$ cat config.mk
export PLATFORM = sky130hd
export DESIGN_NAME = mem_arbiter_2to1_flat
export DESIGN_NICKNAME = d
export VERILOG_FILES = /design/src/rtl/mem_arbiter_2to1_if.sv /design/src/rtl/mem_arbiter_2to1.sv /design/src/flat_wrapper.sv
export SDC_FILE = /design/constraint.sdc
export NUM_CORES = 1
export LEC_CHECK = 0
export CORE_AREA = 4 4 469 471
export CTS_BUF_LIST = sky130_fd_sc_hd__clkbuf_8
export DETAILED_ROUTE_END_ITERATION = 8
export DIE_AREA = 0 0 473 475
export PLACE_DENSITY = 0.33
export SLEW_MARGIN = 20
export SYNTH_ARGS = -nofsm -noshare
export SYNTH_HDL_FRONTEND = slang
export SYNTH_SLANG_ARGS = --single-unit
$ cat constraint.sdc
create_clock -name clk -period 2 [get_ports clk]
set_clock_uncertainty 0.2 [all_clocks]
set_input_delay 0.4 -clock clk [delete_from_list [all_inputs] [get_ports clk]]
set_output_delay 0.4 -clock clk [all_outputs]
set_load 0.005 [all_outputs]
$ cat src/rtl/mem_arbiter_2to1_if.sv
// Mem_ift: one requester-to-memory link. Request fields flow Master->Slave,
// the read data and the read/write completion strobes flow back.
interface Mem_ift #(
  parameter int ADDR_WIDTH = 64,
  parameter int DATA_WIDTH = 128
);
  logic [ADDR_WIDTH-1:0]   mr_raddr;
  logic                    mr_ren;
  logic [ADDR_WIDTH-1:0]   mw_waddr;
  logic                    mw_wen;
  logic [DATA_WIDTH-1:0]   mw_wdata;
  logic [DATA_WIDTH/8-1:0] mw_wmask;
  logic [DATA_WIDTH-1:0]   sr_rdata;
  logic                    sr_rvalid;
  logic                    sw_wvalid;

  modport Master (
    output mr_raddr, mr_ren, mw_waddr, mw_wen, mw_wdata, mw_wmask,
    input  sr_rdata, sr_rvalid, sw_wvalid
  );

  modport Slave (
    input  mr_raddr, mr_ren, mw_waddr, mw_wen, mw_wdata, mw_wmask,
    output sr_rdata, sr_rvalid, sw_wvalid
  );
endinterface

$ cat src/rtl/mem_arbiter_2to1.sv
// 2:1 arbiter sharing one memory port between instruction fetch (port 0) and
// data access (port 1). Define ARB_ROUND_ROBIN_EN for round-robin ties; default is data-port priority.
module mem_arbiter_2to1 #(
  parameter int ADDR_WIDTH = 64,
  parameter int DATA_WIDTH = 128
) (
  input  logic   clk,
  input  logic   rstn,
  Mem_ift.Slave  if_ift,
  Mem_ift.Slave  d_ift,
  Mem_ift.Master mem_ift,
  output logic   busy,
  output logic   grant_id
);

  typedef enum logic [1:0] {
    IDLE  = 2'd0,
    GNT_I = 2'd1,
    GNT_D = 2'd2
  } state_e;

  state_e state_q;
  logic   busy_q;
  logic   grant_id_q;

  logic req_i, req_d, done, win_dat, own_i, own_d;

  logic [ADDR_WIDTH-1:0]   raddr_sel, waddr_sel;
  logic                    ren_sel, wen_sel;
  logic [DATA_WIDTH-1:0]   wdata_sel;
  logic [DATA_WIDTH/8-1:0] wmask_sel;

  assign req_i = if_ift.mr_ren | if_ift.mw_wen;
  assign req_d = d_ift.mr_ren | d_ift.mw_wen;
  assign done  = mem_ift.sr_rvalid | mem_ift.sw_wvalid;

`ifdef ARB_ROUND_ROBIN_EN
  logic last_grant_q;
  // On a tie the port that did not win the previous grant goes first.
  assign win_dat = req_d & (~req_i | ~last_grant_q);
`else
  assign win_dat = req_d;
`endif

  always_ff @(posedge clk) begin
    if (!rstn) begin
      state_q    <= IDLE;
      busy_q     <= 1'b0;
      grant_id_q <= 1'b0;
`ifdef ARB_ROUND_ROBIN_EN
      last_grant_q <= 1'b1;
`endif
    end else begin
      case (state_q)
        IDLE: begin
          if (req_i | req_d) begin
            state_q    <= win_dat ? GNT_D : GNT_I;
            busy_q     <= 1'b1;
            grant_id_q <= win_dat;
`ifdef ARB_ROUND_ROBIN_EN
            last_grant_q <= win_dat;
`endif
          end
        end
        GNT_I, GNT_D: begin
          // Completion always drops to IDLE for one cycle so the slave sees a fresh request edge.
          if (done) begin
            state_q <= IDLE;
            busy_q  <= 1'b0;
          end
        end
        default: begin
          state_q <= IDLE;
          busy_q  <= 1'b0;
        end
      endcase
    end
  end

  assign own_i = (state_q == GNT_I);
  assign own_d = (state_q == GNT_D);

  always_comb begin
    raddr_sel = '0;
    ren_sel   = 1'b0;
    waddr_sel = '0;
    wen_sel   = 1'b0;
    wdata_sel = '0;
    wmask_sel = '0;
    if (own_i) begin
      raddr_sel = if_ift.mr_raddr;
      ren_sel   = if_ift.mr_ren;
      waddr_sel = if_ift.mw_waddr;
      wen_sel   = if_ift.mw_wen;
      wdata_sel = if_ift.mw_wdata;
      wmask_sel = if_ift.mw_wmask;
    end else if (own_d) begin
      raddr_sel = d_ift.mr_raddr;
      ren_sel   = d_ift.mr_ren;
      waddr_sel = d_ift.mw_waddr;
      wen_sel   = d_ift.mw_wen;
      wdata_sel = d_ift.mw_wdata;
      wmask_sel = d_ift.mw_wmask;
    end
  end

  assign mem_ift.mr_raddr = raddr_sel;
  assign mem_ift.mr_ren   = ren_sel;
  assign mem_ift.mw_waddr = waddr_sel;
  assign mem_ift.mw_wen   = wen_sel;
  assign mem_ift.mw_wdata = wdata_sel;
  assign mem_ift.mw_wmask = wmask_sel;

  // Read data is broadcast; only the strobes are steered to the owner.
  assign if_ift.sr_rdata  = mem_ift.sr_rdata;
  assign d_ift.sr_rdata   = mem_ift.sr_rdata;
  assign if_ift.sr_rvalid = own_i & mem_ift.sr_rvalid;
  assign if_ift.sw_wvalid = own_i & mem_ift.sw_wvalid;
  assign d_ift.sr_rvalid  = own_d & mem_ift.sr_rvalid;
  assign d_ift.sw_wvalid  = own_d & mem_ift.sw_wvalid;

  assign busy     = busy_q;
  assign grant_id = grant_id_q;

endmodule

$ cat src/flat_wrapper.sv
// flat-port wrapper written by rule: the top's interface ports become plain ports
module mem_arbiter_2to1_flat 
#(
  parameter int ADDR_WIDTH = 64,
  parameter int DATA_WIDTH = 128
)
  (clk, rstn, busy, grant_id, if_ift_mr_raddr, if_ift_mr_ren, if_ift_mw_waddr, if_ift_mw_wen, if_ift_mw_wdata, if_ift_mw_wmask, if_ift_sr_rdata, if_ift_sr_rvalid, if_ift_sw_wvalid, d_ift_mr_raddr, d_ift_mr_ren, d_ift_mw_waddr, d_ift_mw_wen, d_ift_mw_wdata, d_ift_mw_wmask, d_ift_sr_rdata, d_ift_sr_rvalid, d_ift_sw_wvalid, mem_ift_mr_raddr, mem_ift_mr_ren, mem_ift_mw_waddr, mem_ift_mw_wen, mem_ift_mw_wdata, mem_ift_mw_wmask, mem_ift_sr_rdata, mem_ift_sr_rvalid, mem_ift_sw_wvalid);
  Mem_ift #(.ADDR_WIDTH(ADDR_WIDTH), .DATA_WIDTH(DATA_WIDTH)) if_ift_i ();
  Mem_ift #(.ADDR_WIDTH(ADDR_WIDTH), .DATA_WIDTH(DATA_WIDTH)) d_ift_i ();
  Mem_ift #(.ADDR_WIDTH(ADDR_WIDTH), .DATA_WIDTH(DATA_WIDTH)) mem_ift_i ();
  input  logic clk;
  input  logic rstn;
  output logic busy;
  output logic grant_id;
  input wire logic [$bits(if_ift_i.mr_raddr)-1:0] if_ift_mr_raddr;
  input wire logic [$bits(if_ift_i.mr_ren)-1:0] if_ift_mr_ren;
  input wire logic [$bits(if_ift_i.mw_waddr)-1:0] if_ift_mw_waddr;
  input wire logic [$bits(if_ift_i.mw_wen)-1:0] if_ift_mw_wen;
  input wire logic [$bits(if_ift_i.mw_wdata)-1:0] if_ift_mw_wdata;
  input wire logic [$bits(if_ift_i.mw_wmask)-1:0] if_ift_mw_wmask;
  output wire logic [$bits(if_ift_i.sr_rdata)-1:0] if_ift_sr_rdata;
  output wire logic [$bits(if_ift_i.sr_rvalid)-1:0] if_ift_sr_rvalid;
  output wire logic [$bits(if_ift_i.sw_wvalid)-1:0] if_ift_sw_wvalid;
  input wire logic [$bits(d_ift_i.mr_raddr)-1:0] d_ift_mr_raddr;
  input wire logic [$bits(d_ift_i.mr_ren)-1:0] d_ift_mr_ren;
  input wire logic [$bits(d_ift_i.mw_waddr)-1:0] d_ift_mw_waddr;
  input wire logic [$bits(d_ift_i.mw_wen)-1:0] d_ift_mw_wen;
  input wire logic [$bits(d_ift_i.mw_wdata)-1:0] d_ift_mw_wdata;
  input wire logic [$bits(d_ift_i.mw_wmask)-1:0] d_ift_mw_wmask;
  output wire logic [$bits(d_ift_i.sr_rdata)-1:0] d_ift_sr_rdata;
  output wire logic [$bits(d_ift_i.sr_rvalid)-1:0] d_ift_sr_rvalid;
  output wire logic [$bits(d_ift_i.sw_wvalid)-1:0] d_ift_sw_wvalid;
  output wire logic [$bits(mem_ift_i.mr_raddr)-1:0] mem_ift_mr_raddr;
  output wire logic [$bits(mem_ift_i.mr_ren)-1:0] mem_ift_mr_ren;
  output wire logic [$bits(mem_ift_i.mw_waddr)-1:0] mem_ift_mw_waddr;
  output wire logic [$bits(mem_ift_i.mw_wen)-1:0] mem_ift_mw_wen;
  output wire logic [$bits(mem_ift_i.mw_wdata)-1:0] mem_ift_mw_wdata;
  output wire logic [$bits(mem_ift_i.mw_wmask)-1:0] mem_ift_mw_wmask;
  input wire logic [$bits(mem_ift_i.sr_rdata)-1:0] mem_ift_sr_rdata;
  input wire logic [$bits(mem_ift_i.sr_rvalid)-1:0] mem_ift_sr_rvalid;
  input wire logic [$bits(mem_ift_i.sw_wvalid)-1:0] mem_ift_sw_wvalid;
  assign if_ift_i.mr_raddr = if_ift_mr_raddr;
  assign if_ift_i.mr_ren = if_ift_mr_ren;
  assign if_ift_i.mw_waddr = if_ift_mw_waddr;
  assign if_ift_i.mw_wen = if_ift_mw_wen;
  assign if_ift_i.mw_wdata = if_ift_mw_wdata;
  assign if_ift_i.mw_wmask = if_ift_mw_wmask;
  assign if_ift_sr_rdata = if_ift_i.sr_rdata;
  assign if_ift_sr_rvalid = if_ift_i.sr_rvalid;
  assign if_ift_sw_wvalid = if_ift_i.sw_wvalid;
  assign d_ift_i.mr_raddr = d_ift_mr_raddr;
  assign d_ift_i.mr_ren = d_ift_mr_ren;
  assign d_ift_i.mw_waddr = d_ift_mw_waddr;
  assign d_ift_i.mw_wen = d_ift_mw_wen;
  assign d_ift_i.mw_wdata = d_ift_mw_wdata;
  assign d_ift_i.mw_wmask = d_ift_mw_wmask;
  assign d_ift_sr_rdata = d_ift_i.sr_rdata;
  assign d_ift_sr_rvalid = d_ift_i.sr_rvalid;
  assign d_ift_sw_wvalid = d_ift_i.sw_wvalid;
  assign mem_ift_mr_raddr = mem_ift_i.mr_raddr;
  assign mem_ift_mr_ren = mem_ift_i.mr_ren;
  assign mem_ift_mw_waddr = mem_ift_i.mw_waddr;
  assign mem_ift_mw_wen = mem_ift_i.mw_wen;
  assign mem_ift_mw_wdata = mem_ift_i.mw_wdata;
  assign mem_ift_mw_wmask = mem_ift_i.mw_wmask;
  assign mem_ift_i.sr_rdata = mem_ift_sr_rdata;
  assign mem_ift_i.sr_rvalid = mem_ift_sr_rvalid;
  assign mem_ift_i.sw_wvalid = mem_ift_sw_wvalid;
  mem_arbiter_2to1 #(.ADDR_WIDTH(ADDR_WIDTH), .DATA_WIDTH(DATA_WIDTH)) u_core (.clk(clk), .rstn(rstn), .if_ift(if_ift_i), .d_ift(d_ift_i), .mem_ift(mem_ift_i), .busy(busy), .grant_id(grant_id));
endmodule
; ---- Yosys cells after proc, flatten, opt, wreduce, memory -nomap -nowiden
; Index checks and enable logic that the tools add are counted.
[word_totals]
memories = 0
mem_bits_rw = 0
inputBits = 680
out_inout_bits = 536
mem_bits_ro = 0
regBits = 4
wordCells = 38
latchBits = 0
[classes]
n_eq_ne = 4
n_div = 0
n_reduce_logical = 4
n_lt_le_gt_ge = 0
muxes = 19
mul = 0
addsub = 0
shifts = 0
bitwise = 8
[op_table]
columns = cell, count
row1 = $mux W128, 2
row2 = $mux W64, 4
row3 = $mux W16, 2
row4 = $mux W1, 6
row5 = $mux W2, 3
row6 = $and A1 B1 Y1, 4
row7 = $ne A2 B1 Y1 const B, 2
row8 = $or A1 B1 Y1, 4
row9 = $pmux W2 S2, 1
row10 = $reduce_and A2 Y1, 2
row11 = $eq A2 B1 Y1 const B, 1
row12 = $eq A2 B2 Y1 const B, 1
row13 = $logic_not A2 Y1, 1
row14 = $pmux W1 S2, 1
row15 = $reduce_or A2 Y1, 1

; ---- Logic depth before layout (Yosys ltp)
[logic_depth]
ltp_word = 4
depth_mapped = 7
mapped_depth_nobuf = 5

; ---- Worst setup path after synthesis
; OpenSTA, ideal clock, no wires.
[synth_timing]
path_kind = register to output
startpoint = register u_core.state_q[1]
endpoint = output mem_ift_mr_raddr[0]
arrival_time_ps = 1184
setup_slack_ps = 216
stages_incl_launch_ff = 7
cell_sequence = dfxtp_1 > inv_1 > ha_1 > buf_6 > buf_4 > buf_4 > o21ai_2
[synth_via]
elab_chain_cells = 3
elab_cells_between_ends = 4
classes_between = 2 x eq/ne / 2 x mux
[synth_lines]
columns = element, line
row1 = from (decl), mem_arbiter_2to1.sv:22  ; state_e state_q;
row2 = from (signal assigned), mem_arbiter_2to1.sv:57  ; state_q <= win_dat ? GNT_D : GNT_I;
row3 = $eq A2 B2 Y1, mem_arbiter_2to1.sv:81  ; assign own_d = (state_q == GNT_D);
row4 = $mux W64, mem_arbiter_2to1.sv:97  ; end else if (own_d) begin
row5 = $mux W64 (*), mem_arbiter_2to1.sv:90  ; if (own_i) begin
row6 = to (decl), flat_wrapper.sv:33  ; output wire logic [$bits(mem_ift_i.mr_raddr)-1:0] mem_ift_mr_raddr;
; Every way passes the cells marked *; elsewhere a longest branch is shown, timed or not.

; ---- Final worst setup path
[layout_timing]
startpoint = register u_core.state_q[1]
endpoint = output mem_ift_mw_waddr[34]
[layout_via]
elab_chain_cells = 3
elab_cells_between_ends = 4
classes_between = 2 x eq/ne / 2 x mux
[layout_lines]
columns = element, line
row1 = $eq A2 B2 Y1, mem_arbiter_2to1.sv:81
row2 = $mux W64, mem_arbiter_2to1.sv:97
row3 = $mux W64 (*), mem_arbiter_2to1.sv:90
row4 = to (decl), flat_wrapper.sv:35  ; output wire logic [$bits(mem_ift_i.mw_waddr)-1:0] mem_ift_mw_waddr;
; Marks and branches as above.

==> results.cfg <==
[floorplan]
die-area_mm2 = 0.2247
initial_core_util = 0.02965
rows = 171
die_w_um = 473
core-area_mm2 = 0.2161
ios = 1216
die_h_um = 475

[route]
vias_per_cell = 2.486
wl_per_cell_um = 37.12
drtIter0Drc = 485
firstDrtPassIters = 5
wirelength_um = 179300
vias = 12005
drc = 0
drtAntennaViolNets = 0

[timing]
setup_viol = 278
setup_slack_ns = -0.6177
layout_min_cycle_time_ns = 2.618
hold_violations = 0
rsz0062_at_grt = true
drv_slew = 0
slew_headroom = 0.7237
max_freq_mhz = 382.0
period_share = 1.309
worst_pin_slew_ns = 0.4131

[global_routing]
antenna_found_initial = 156
grt_pass1_vias = 12306
grt_usage = 0.1509
grt_pass1_wl_um = 203100
grt_max_degree = 28
grt_overflow = 0

[worst_setup_path]
crit_family = buffers and inverters
critPathMaxStageDelay_ns = 0.35
critPathMostFrequentCell = buf_12
path_class = flip-flop to output pin
crit_buf_inv = 7
crit_arrival_ns = 2.02
cp_max_fo = 7
crit_path_end_kind = output pin
path_cells = buf_6, ha_4, buf_6, buf_12, buf_12, buf_12, buf_12, nand2_4, o21ai_4, buf_12
startpoint_type = flip-flop
cp_slowest_cell = dfxtp_2
cp.required_ns = 1.40

[power_and_ir_drop]
p_leak_nw = 8.275
power_density_mw_per_mm2 = 347.6
power_mw = 7.880
peakVddDrop_v = 0.0001226

[synth]
yosysWarnings = 0
seq_area_frac_synth = 0.01250
synthTopCellsByArea = buf_4 (33%), nand2_1 (32%), o21ai_1 (18%)
synth_cell_types = 24
synthAdderAreaFrac = 0.005859
synthFlopType = dfxtp_1
yosys-top-cells-count = nand2_1 (542), buf_4 (278), o21ai_1 (228), buf_2 (46), o21ai_2 (40)
synth_xor_area_frac = 0
synth_area_per_cell_um2 = 5.374
synth_top_family_by_area = buffers and inverters
synth-compound-area-share = 0.2477
yosys.area_share.simple = 0.3303
synthCells = 1192
async_reset_ff_frac = 0
synth_edf_count = 0
muxShareOfSynthArea = 0
synth_fp_nets = 1875
yosysMostFrequentCell = nand2_1
synth_top_area_cell = buf_4
synth_top_cell_area_share = 0.3258
syn_area_mm2 = 0.006406
ys_ff_latch = 4

[clocking]
htreeDepth = 1
hold_buffers = 0
cts_tree = done
clockBufferDepth = 2
numCtsBuffers = 3
clkSinkCount = 4
clk_pin_slew_ns = 0.03
clock_latency_ns = 0.22
cts-root-buf = clkbuf_8

[flow_run]
cap_violations = 0

[min_path]
hp-class = flip-flop to flip-flop

[placement]
port-buffer-count = 831
place.detailed.hpwl_um = 165100
gp_congestion = 0.9190

[layout]
drive_above_1_share = 0.4640
syn_to_final_growth_pct = 253.9
fin_nets = 2644
fin_util = 0.1049

[run_status]
violations = negative setup slack
status = finished, violations left
==> logic make-up after synthesis <==
| kind of cell | count (synthesis) |
|---|---|
| AOI/OAI and AO/OA | 282 |
| adders and majority gates | 3 |
| buffers and inverters | 350 |
| DFF | 4 |
| and+or+nand+nor | 553 |
==> layout by cell type (no fill, tap or decap), types with 28 or more instances in the layout <==
| master | netlist | layout |
|---|---|---|
| buf_12 | 0 | 196 |
| clkdlybuf4s50_1 | 0 | 555 |
| buf_2 | 46 | 92 |
| buf_4 | 278 | 108 |
| o21ai_1 | 228 | 86 |
| o21ai_2 | 40 | 84 |
| nand2_2 | 0 | 80 |
| buf_6 | 21 | 84 |
| nand2_1 | 542 | 381 |
| buf_8 | 0 | 28 |
| nand2_4 | 0 | 80 |
| o21ai_4 | 0 | 98 |
==> final cells by class <==
type	instances	area, um2
timing repair buffer	1111	13070
clock buffer	3	41.29
inverter	3	11.26
sequential	4	82.58
tap	2854	3571
fill	25196	193400
multi-input combinational	838	5851
antenna	17	42.54
==> flip-flops by register name, indices dropped and copies added (netlist names) <==
name,count
u_core.grant_id,1
u_core.busy,1
u_core.state_q,2
==> final timing paths <==
| check | slack, ns | start | depth (start not counted) | end |
|---|---|---|---|---|
| setup reg to reg | 0.05 | u_core.state_q[1]$_SDFFE_PN0P_ | 8 | u_core.busy$_SDFFE_PN0P_ |
| hold reg to reg | 0.27 | u_core.grant_id$_SDFFE_PN0P_ | 2 | u_core.grant_id$_SDFFE_PN0P_ |
| setup / recovery | -0.62 | u_core.state_q[1]$_SDFFE_PN0P_ | 10 | mem_ift_mw_waddr[34] |
| hold / removal | 0.27 | u_core.grant_id$_SDFFE_PN0P_ | 2 | u_core.grant_id$_SDFFE_PN0P_ |
==> what timing repair did <==
action | 4_1_cts | 5_1_grt
pin swaps | 122 | 94
setup endpoints to repair | 278 | 278
gates cloned | 22 | 5
setup buffers | 84 | 42
resized for setup | 968 | 221
==> report_power, final <==
| part | leakage (nW) | total [mW] | switching [mW] | internal (mW) |
|---|---|---|---|---|
| combinational | 8.22 | 7.61 | 3.41 | 4.19 |
| sequential | 0.0339 | 0.0987 | 0.00788 | 0.0909 |
| clock | 0.0217 | 0.172 | 0.0437 | 0.128 |
| total | 8.27 | 7.88 | 3.47 | 4.41 |
==> worst min-delay path, stage by stage (launching register included) <==
cell      delay [ns]
dfxtp_1         0.30
nand2_1         0.05
a21boi_0        0.07
==> layer usage <==
| metal | up-vias | track usage | routed length, um |
|---|---|---|---|
| li1 | 5119 | - | - |
| met5 | - | 0.002379 | 310 |
| met2 | 1221 | 0.2560 | 83660 |
| met3 | 326 | 0.1330 | 35760 |
| met1 | 5301 | 0.1338 | 53820 |
| met4 | 38 | 0.03446 | 5750 |
==> through the flow <==
stage	std cells	hold WS (ns)	setup WS (ns)	TNS (ns)	cell area [um2]
2_1_floorplan	1192	0.2599	0.2164	0	6406
3_3_place_gp	4681	0.2630	-0.7554	-113.21	18520
3_5_place_dp	4681	0.2734	-0.7631	-110.02	18520
4_1_cts	4786	0.2775	-0.6437	-126.58	21630
5_1_grt	4818	0.3219	-0.6927	-129.41	22640
6_report	4830	0.2709	-0.6177	-114.77	22670
Power figures use the tool's default switching activity.
